--- config.mk ---
export PLATFORM = sky130hd
export DESIGN_NAME = conv_encoder_param_flat
export DESIGN_NICKNAME = d
export VERILOG_FILES = /design/src/rtl/conv_enc_pkg.sv /design/src/rtl/conv_encoder_param_if.sv /design/src/rtl/conv_enc_step.sv /design/src/rtl/conv_encoder_param.sv /design/src/flat_wrapper.sv
export SDC_FILE = /design/constraint.sdc
export NUM_CORES = 1
export LEC_CHECK = 0
export ABC_AREA = 1
export CAP_MARGIN = 5
export CORE_UTILIZATION = 40
export CTS_BUF_LIST = sky130_fd_sc_hd__clkbuf_8
export CTS_CLUSTER_SIZE = 10
export DETAILED_ROUTE_END_ITERATION = 12
export HOLD_SLACK_MARGIN = 0.08
export PLACE_DENSITY = 0.6
export RECOVER_POWER = 50
export SYNTH_ARGS = -nofsm -noshare
export SYNTH_HDL_FRONTEND = slang
export SYNTH_SLANG_ARGS = --single-unit
--- constraint.sdc ---
create_clock -name clk -period 10.4 [get_ports clk]
set_clock_uncertainty 0.05 [all_clocks]
set_input_delay 1.56 -clock clk [delete_from_list [all_inputs] [get_ports clk]]
set_output_delay 1.56 -clock clk [all_outputs]
set_load 0.01 [all_outputs]
--- src/rtl/conv_enc_pkg.sv ---
// Shared types and helpers for the parametrised convolutional encoder.
// Holds the FSM state enum plus the mask, clamp and tail-length helpers.
package conv_enc_pkg;

    typedef enum logic [1:0] {
        StIdle,
        StEnc,
        StFlush,
        StTab
    } enc_state_e;

    // Low `width` bits set; used to confine registers to the active constraint length.
    function automatic logic [31:0] k_mask(input int unsigned width);
        if (width >= 32) begin
            return '1;
        end
        return (32'd1 << width) - 32'd1;
    endfunction

    function automatic logic [3:0] clamp_k(input logic [3:0] k, input int unsigned k_max);
        int unsigned kv;
        kv = 32'(k);
        if (kv < 3) begin
            return 4'd3;
        end
        if (kv > k_max) begin
            return 4'(k_max);
        end
        return k;
    endfunction

    // Number of zero beats needed to shift k-1 history bits out, R bits per beat.
    function automatic logic [3:0] tail_beats(input logic [3:0] k, input int unsigned r);
        int unsigned kv;
        kv = 32'(k);
        return 4'((kv - 1 + r - 1) / r);
    endfunction

endpackage

--- src/rtl/conv_encoder_param_if.sv ---
// Input beat and output beat handshake bundle of the convolutional encoder.
// The encoder uses the slave view; the producer/consumer side uses master.
interface conv_encoder_param_if #(
    parameter int unsigned K_MAX = 9,
    parameter int unsigned N_OUT = 2,
    parameter int unsigned R     = 2
) ();

    localparam int unsigned S = K_MAX - 1;

    logic                 in_valid;
    logic                 in_ready;
    logic [R-1:0]         in_bits;
    logic                 in_last;

    logic                 out_valid;
    logic                 out_ready;
    logic [R*N_OUT-1:0]   out_bits;
    logic [R-1:0]         out_in;
    logic [S-1:0]         out_state;
    logic [S-1:0]         out_next;
    logic                 out_last;

    modport slave (
        input  in_valid,
        input  in_bits,
        input  in_last,
        input  out_ready,
        output in_ready,
        output out_valid,
        output out_bits,
        output out_in,
        output out_state,
        output out_next,
        output out_last
    );

    modport master (
        output in_valid,
        output in_bits,
        output in_last,
        output out_ready,
        input  in_ready,
        input  out_valid,
        input  out_bits,
        input  out_in,
        input  out_state,
        input  out_next,
        input  out_last
    );

endinterface

--- src/rtl/conv_enc_step.sv ---
// One trellis step: shifts input bit b into state s and produces N_OUT code bits.
// Purely combinational; the top chains R of these per beat.
module conv_enc_step
    import conv_enc_pkg::*;
#(
    parameter int unsigned K_MAX = 9,
    parameter int unsigned N_OUT = 2
) (
    input  logic [K_MAX-2:0]       s,
    input  logic                   b,
    input  logic [N_OUT*K_MAX-1:0] polys,
    input  logic [3:0]             k,
    output logic [N_OUT-1:0]       c,
    output logic [K_MAX-2:0]       next_state
);

    localparam int unsigned S = K_MAX - 1;

    logic [K_MAX-1:0] u;

    always_comb begin
        u = '0;
        c = '0;
        // Masking u also drops polynomial taps at or above k.
        u = {s, b} & K_MAX'(k_mask(32'(k)));
        for (int j = 0; j < N_OUT; j++) begin
            c[j] = ^(polys[j*K_MAX +: K_MAX] & u);
        end
        next_state = u[S-1:0] & S'(k_mask(32'(k) - 32'd1));
    end

endmodule

--- src/rtl/conv_encoder_param.sv ---
// Runtime-configurable rate-1/N, radix-2^R convolutional encoder.
// Encode mode streams a frame and appends a zero tail; table mode emits the full trellis.
module conv_encoder_param
    import conv_enc_pkg::*;
#(
    parameter int unsigned K_MAX = 9,
    parameter int unsigned N_OUT = 2,
    parameter int unsigned R     = 2
) (
    input  logic                   clk,
    input  logic                   rst,
    input  logic                   start,
    input  logic                   mode,
    input  logic [3:0]             cfg_k,
    input  logic [N_OUT*K_MAX-1:0] cfg_poly,
    output logic                   busy,
    conv_encoder_param_if.slave    bus
);

    localparam int unsigned S  = K_MAX - 1;
    localparam int unsigned IW = S + R;

    enc_state_e               st_q, st_d;
    logic [3:0]               k_q, k_d;
    logic [N_OUT*K_MAX-1:0]   poly_q, poly_d;
    logic [S-1:0]             enc_q, enc_d;
    logic [IW-1:0]            idx_q, idx_d;
    logic [3:0]               tail_q, tail_d;

    logic                     out_valid_q, out_valid_d;
    logic [R*N_OUT-1:0]       out_bits_q, out_bits_d;
    logic [R-1:0]             out_in_q, out_in_d;
    logic [S-1:0]             out_state_q, out_state_d;
    logic [S-1:0]             out_next_q, out_next_d;
    logic                     out_last_q, out_last_d;

    logic [S-1:0]             step_s0;
    logic [R-1:0]             step_b;
    logic [R-1:0][S-1:0]      step_ns;
    logic [R-1:0][N_OUT-1:0]  step_c;
    logic [R*N_OUT-1:0]       code_bits;
    logic [IW-1:0]            idx_last;

    logic                     load_ok;
    logic                     load;
    logic                     load_last;

    // Sub-step r lands at code_bits[r*N_OUT +: N_OUT] by packed-array layout.
    assign code_bits = step_c;
    assign idx_last  = IW'(k_mask(32'(k_q) - 32'd1 + R));
    assign load_ok   = !out_valid_q || bus.out_ready;
    assign busy      = (st_q != StIdle);

    for (genvar r = 0; r < R; r++) begin : g_step
        logic [S-1:0] s_in;
        if (r == 0) begin : g_first
            assign s_in = step_s0;
        end else begin : g_chain
            assign s_in = step_ns[r-1];
        end
        conv_enc_step #(
            .K_MAX (K_MAX),
            .N_OUT (N_OUT)
        ) u_step (
            .s          (s_in),
            .b          (step_b[r]),
            .polys      (poly_q),
            .k          (k_q),
            .c          (step_c[r]),
            .next_state (step_ns[r])
        );
    end

    // Step-chain source: live encoder state, or the {state, input} split of the table index.
    always_comb begin
        step_s0 = enc_q;
        step_b  = '0;
        unique case (st_q)
            StEnc: begin
                step_b = bus.in_bits;
            end
            StTab: begin
                step_s0 = idx_q[IW-1:R];
                step_b  = idx_q[R-1:0];
            end
            default: begin
            end
        endcase
    end

    always_comb begin
        st_d         = st_q;
        k_d          = k_q;
        poly_d       = poly_q;
        enc_d        = enc_q;
        idx_d        = idx_q;
        tail_d       = tail_q;
        load         = 1'b0;
        load_last    = 1'b0;
        bus.in_ready = 1'b0;

        unique case (st_q)
            StIdle: begin
                if (start) begin
                    k_d    = clamp_k(cfg_k, K_MAX);
                    poly_d = cfg_poly;
                    if (mode) begin
                        idx_d = '0;
                        st_d  = StTab;
                    end else begin
                        enc_d = '0;
                        st_d  = StEnc;
                    end
                end
            end
            StEnc: begin
                bus.in_ready = load_ok;
                if (bus.in_valid && load_ok) begin
                    load  = 1'b1;
                    enc_d = step_ns[R-1];
                    if (bus.in_last) begin
                        st_d   = StFlush;
                        tail_d = tail_beats(k_q, R);
                    end
                end
            end
            StFlush: begin
                if (load_ok) begin
                    load      = 1'b1;
                    load_last = (tail_q == 4'd1);
                    enc_d     = step_ns[R-1];
                    tail_d    = tail_q - 4'd1;
                    if (load_last) begin
                        st_d = StIdle;
                    end
                end
            end
            StTab: begin
                if (load_ok) begin
                    load      = 1'b1;
                    load_last = (idx_q == idx_last);
                    idx_d     = idx_q + IW'(1);
                    if (load_last) begin
                        idx_d = '0;
                        st_d  = StIdle;
                    end
                end
            end
            default: begin
                st_d = StIdle;
            end
        endcase
    end

    // Output register: drains when accepted, reloads whenever the FSM issues a beat.
    always_comb begin
        out_valid_d = out_valid_q;
        out_bits_d  = out_bits_q;
        out_in_d    = out_in_q;
        out_state_d = out_state_q;
        out_next_d  = out_next_q;
        out_last_d  = out_last_q;
        if (load_ok) begin
            out_valid_d = load;
        end
        if (load) begin
            out_bits_d  = code_bits;
            out_in_d    = step_b;
            out_state_d = step_s0;
            out_next_d  = step_ns[R-1];
            out_last_d  = load_last;
        end
    end

    always_ff @(posedge clk) begin
        if (rst) begin
            st_q        <= StIdle;
            k_q         <= '0;
            poly_q      <= '0;
            enc_q       <= '0;
            idx_q       <= '0;
            tail_q      <= '0;
            out_valid_q <= 1'b0;
            out_bits_q  <= '0;
            out_in_q    <= '0;
            out_state_q <= '0;
            out_next_q  <= '0;
            out_last_q  <= 1'b0;
        end else begin
            st_q        <= st_d;
            k_q         <= k_d;
            poly_q      <= poly_d;
            enc_q       <= enc_d;
            idx_q       <= idx_d;
            tail_q      <= tail_d;
            out_valid_q <= out_valid_d;
            out_bits_q  <= out_bits_d;
            out_in_q    <= out_in_d;
            out_state_q <= out_state_d;
            out_next_q  <= out_next_d;
            out_last_q  <= out_last_d;
        end
    end

    assign bus.out_valid = out_valid_q;
    assign bus.out_bits  = out_bits_q;
    assign bus.out_in    = out_in_q;
    assign bus.out_state = out_state_q;
    assign bus.out_next  = out_next_q;
    assign bus.out_last  = out_last_q;

endmodule
--- src/flat_wrapper.sv ---
// flat-port wrapper written by rule: the top's interface ports become plain ports
module conv_encoder_param_flat import conv_enc_pkg::*;
#(
    parameter int unsigned K_MAX = 9,
    parameter int unsigned N_OUT = 2,
    parameter int unsigned R     = 2
)
  (clk, rst, start, mode, cfg_k, cfg_poly, busy, bus_in_valid, bus_in_bits, bus_in_last, bus_out_ready, bus_in_ready, bus_out_valid, bus_out_bits, bus_out_in, bus_out_state, bus_out_next, bus_out_last);
  conv_encoder_param_if #(.K_MAX(K_MAX), .N_OUT(N_OUT), .R(R)) bus_i ();
  input  logic clk;
  input  logic rst;
  input  logic start;
  input  logic mode;
  input  logic [3:0] cfg_k;
  input  logic [N_OUT*K_MAX-1:0] cfg_poly;
  output logic busy;
  input wire logic [$bits(bus_i.in_valid)-1:0] bus_in_valid;
  input wire logic [$bits(bus_i.in_bits)-1:0] bus_in_bits;
  input wire logic [$bits(bus_i.in_last)-1:0] bus_in_last;
  input wire logic [$bits(bus_i.out_ready)-1:0] bus_out_ready;
  output wire logic [$bits(bus_i.in_ready)-1:0] bus_in_ready;
  output wire logic [$bits(bus_i.out_valid)-1:0] bus_out_valid;
  output wire logic [$bits(bus_i.out_bits)-1:0] bus_out_bits;
  output wire logic [$bits(bus_i.out_in)-1:0] bus_out_in;
  output wire logic [$bits(bus_i.out_state)-1:0] bus_out_state;
  output wire logic [$bits(bus_i.out_next)-1:0] bus_out_next;
  output wire logic [$bits(bus_i.out_last)-1:0] bus_out_last;
  assign bus_i.in_valid = bus_in_valid;
  assign bus_i.in_bits = bus_in_bits;
  assign bus_i.in_last = bus_in_last;
  assign bus_i.out_ready = bus_out_ready;
  assign bus_in_ready = bus_i.in_ready;
  assign bus_out_valid = bus_i.out_valid;
  assign bus_out_bits = bus_i.out_bits;
  assign bus_out_in = bus_i.out_in;
  assign bus_out_state = bus_i.out_state;
  assign bus_out_next = bus_i.out_next;
  assign bus_out_last = bus_i.out_last;
  conv_encoder_param #(.K_MAX(K_MAX), .N_OUT(N_OUT), .R(R)) u_core (.clk(clk), .rst(rst), .start(start), .mode(mode), .cfg_k(cfg_k), .cfg_poly(cfg_poly), .busy(busy), .bus(bus_i));
endmodule
==> flow_summary.json <==
{
  "start_util_pct": 41.76,
  "status": "finished, violations left",
  "antenna_cells": 0,
  "yosys_warnings": 0,
  "crit_type": "in2out",
  "startpoint_type": "input pin",
  "synthToLayoutAreaGrowth_pct": 19.09,
  "die_h_um": 109.3,
  "ys_ff_latch": 70,
  "drive_gt1_share_pct": 6.405,
  "required_ps": 8790,
  "seq_area_um2": 1401,
  "final.setup.tns_ps": 0,
  "synth_seq_area_share_pct": 30.42,
  "worst_slack_ps": 5976,
  "ys_top_cells_by_area": "dfxtp_1, nand2_1, inv_1, nor2_1, o21ai_0",
  "grt_max_degree": 41,
  "ys.flop_type": "dfxtp_1",
  "root_buffer": "clkbuf_8",
  "slew_viol_final": 40,
  "r2r_slack_ps": 6390,
  "routedWlPerCell_um": 15.05,
  "dr.pass1.iters": 5,
  "violations": "capacitance limit, slew limit",
  "fin_util_pct": 49.74,
  "yosysUniqueCellTypes": 42,
  "num_io_pins": 57,
  "core-area_um2": 11030,
  "port_buffers": 56,
  "period_needed_ps": 4425,
  "hp-class": "reg2reg",
  "post-place-ws_ps": 6085,
  "vias": 4666,
  "cts.sinks": 70,
  "worst_slew_pin_slew_ps": 1505,
  "grt_pass1_wl_mm": 21.78,
  "rsz0062_at_grt": "false",
  "synth_area_leader_cell": "dfxtp_1",
  "netlist_area_um2": 4607,
  "gp_congestion": 0.8910,
  "dp.cells": 889,
  "fillers": 1152,
  "relSlewSlack_pct": -0.3643,
  "drv_cap": 1,
  "antenna_found_initial": 0,
  "cts_buffer_depth": 2,
  "final_cell_mix": "nand2_1, inv_1, nor2_1",
  "finalHoldViolCount": 0,
  "nNetsFinal": 809,
  "fp.dieW_um": 109.3,
  "drt_iter0_markers": 203,
  "cts_buffers": 9,
  "die_area_um2": 11950,
  "fmax_mhz": 226.0,
  "syn_inst": 709,
  "worstPathArrival_ps": 2810,
  "cts_resized": 0,
  "ctsHoldBuffers": 0,
  "clk_pin_slew_worst_paths_ps": 80,
  "vdd_ir_drop_max_mv": 0.1121,
  "rows": 38,
  "synth_top_area_share_pct": 30.42,
  "multi_input_area_um2": 2794,
  "cts_setup_buffers": 0,
  "vias_per_cell": 5.156,
  "grtUsageTotal_pct": 24.20,
  "grt_pass1_vias": 4320,
  "async_flop_share_pct": 0,
  "cts_tree": "done",
  "holdWs_ps": 419.1,
  "end_kind": "output pin",
  "postSynthNetCount": 758,
  "routed_wl_mm": 13.62,
  "setup_violations": 0,
  "clkLatencyLatePin_ps": 380,
  "syn_area_per_cell_um2": 6.498,
  "stdcell_count": 905,
  "final_common_cell": "nand2_1",
  "cp_max_fo": 3,
  "dp_hpwl_mm": 10.41,
  "leakage_uw": 0.002275,
  "timing.final.crit_share_pct": 42.54,
  "htreeDepth": 3,
  "synth_edf_count": 0,
  "post-route-drc-count": 0,
  "ant_nets": 0,
  "power_density_nw_per_um2": 241.7,
  "overflow": 0
}
metal layers:
layer	global-route usage, %	vias up	part of all wire, %
met4	7.143	0	1.7
li1	-	2403	-
met3	5.987	17	5.5
met2	37.87	116	44
met5	0	-	0
met1	32.80	2130	49
path summary, 6_finish.rpt:
check,from,endpoint,cells after the start
setup / recovery,bus_out_ready,bus_in_ready,4
hold / removal,u_core.enc_q[7]$_SDFFE_PP0P_,u_core.enc_q[7]$_SDFFE_PP0P_,2
setup reg to reg,u_core.k_q[0]$_SDFFE_PP0P_,u_core.idx_q[3]$_SDFFE_PP0P_,25
hold reg to reg,u_core.enc_q[7]$_SDFFE_PP0P_,u_core.enc_q[7]$_SDFFE_PP0P_,2
synth_stat cells (all sizes together) (5+ instances only):
master	instances
nand2	174
nor2	90
inv	84
dfxtp	70
o21ai	61
nand3	58
a21oi	54
xor2	25
nand4	19
ha	18
clkbuf	14
xnor2	8
a211oi	5
buf	5
flip-flops by register name (all words and copies together) (netlist names):
name and flops:
u_core.poly_q 18, u_core.bus.out_valid 1, u_core.bus.out_next 8, u_core.tail_q 4
u_core.st_q 2, u_core.bus.out_last 1, u_core.k_q 4, u_core.bus.out_state 8
u_core.idx_q 10, u_core.enc_q 8, u_core.bus.out_bits 4, u_core.bus.out_in 2
logic make-up (layout without fill, tap and decap cells):
logic type | Yosys count | count (layout) | synth area share (%)
simple gates | 353 | 353 | 34.19
compound gates | 131 | 131 | 15.29
buf+inv | 104 | 160 | 8.935
flops | 70 | 70 | 30.42
fa+ha+maj | 18 | 18 | 4.889
xor+xnor | 33 | 33 | 6.274
cell type report:
cell class / instances / share of cell area (%)
Clock inverter: 7 / 1.779
Multi-Input combinational cell: 535 / 50.92
Inverter: 85 / 5.815
Timing Repair Buffer: 59 / 10.49
Sequential cell: 70 / 25.54
Tap cell: 140 / 3.193
Clock buffer: 9 / 2.258
critical path, stage by stage:
cell             delay (ps)
dlygate4sd3_1           540
nor2_1                  180
nor2_1                   60
clkdlybuf4s50_1         480
through the flow:
| stage | instance area, um2 | power (uW) |
|---|---|---|
| 2_1_floorplan | 4607 | 875.1 |
| 3_3_place_gp | 5273 | 1069 |
| 3_5_place_dp | 5273 | 1079 |
| 4_1_cts | 5494 | 1341 |
| 5_1_grt | 5487 | 1437 |
| 6_report | 5487 | 1326 |
where the power goes:
part	switching, uW	leakage (uW)	total, uW	internal, uW
Sequential	46.9	0.000572	380	333
Combinational	460	0.00159	692	232
Clock	119	0.000111	255	136
Total	626	0.00227	1330	700
Note: power is estimated with default switching activity, not from simulation.
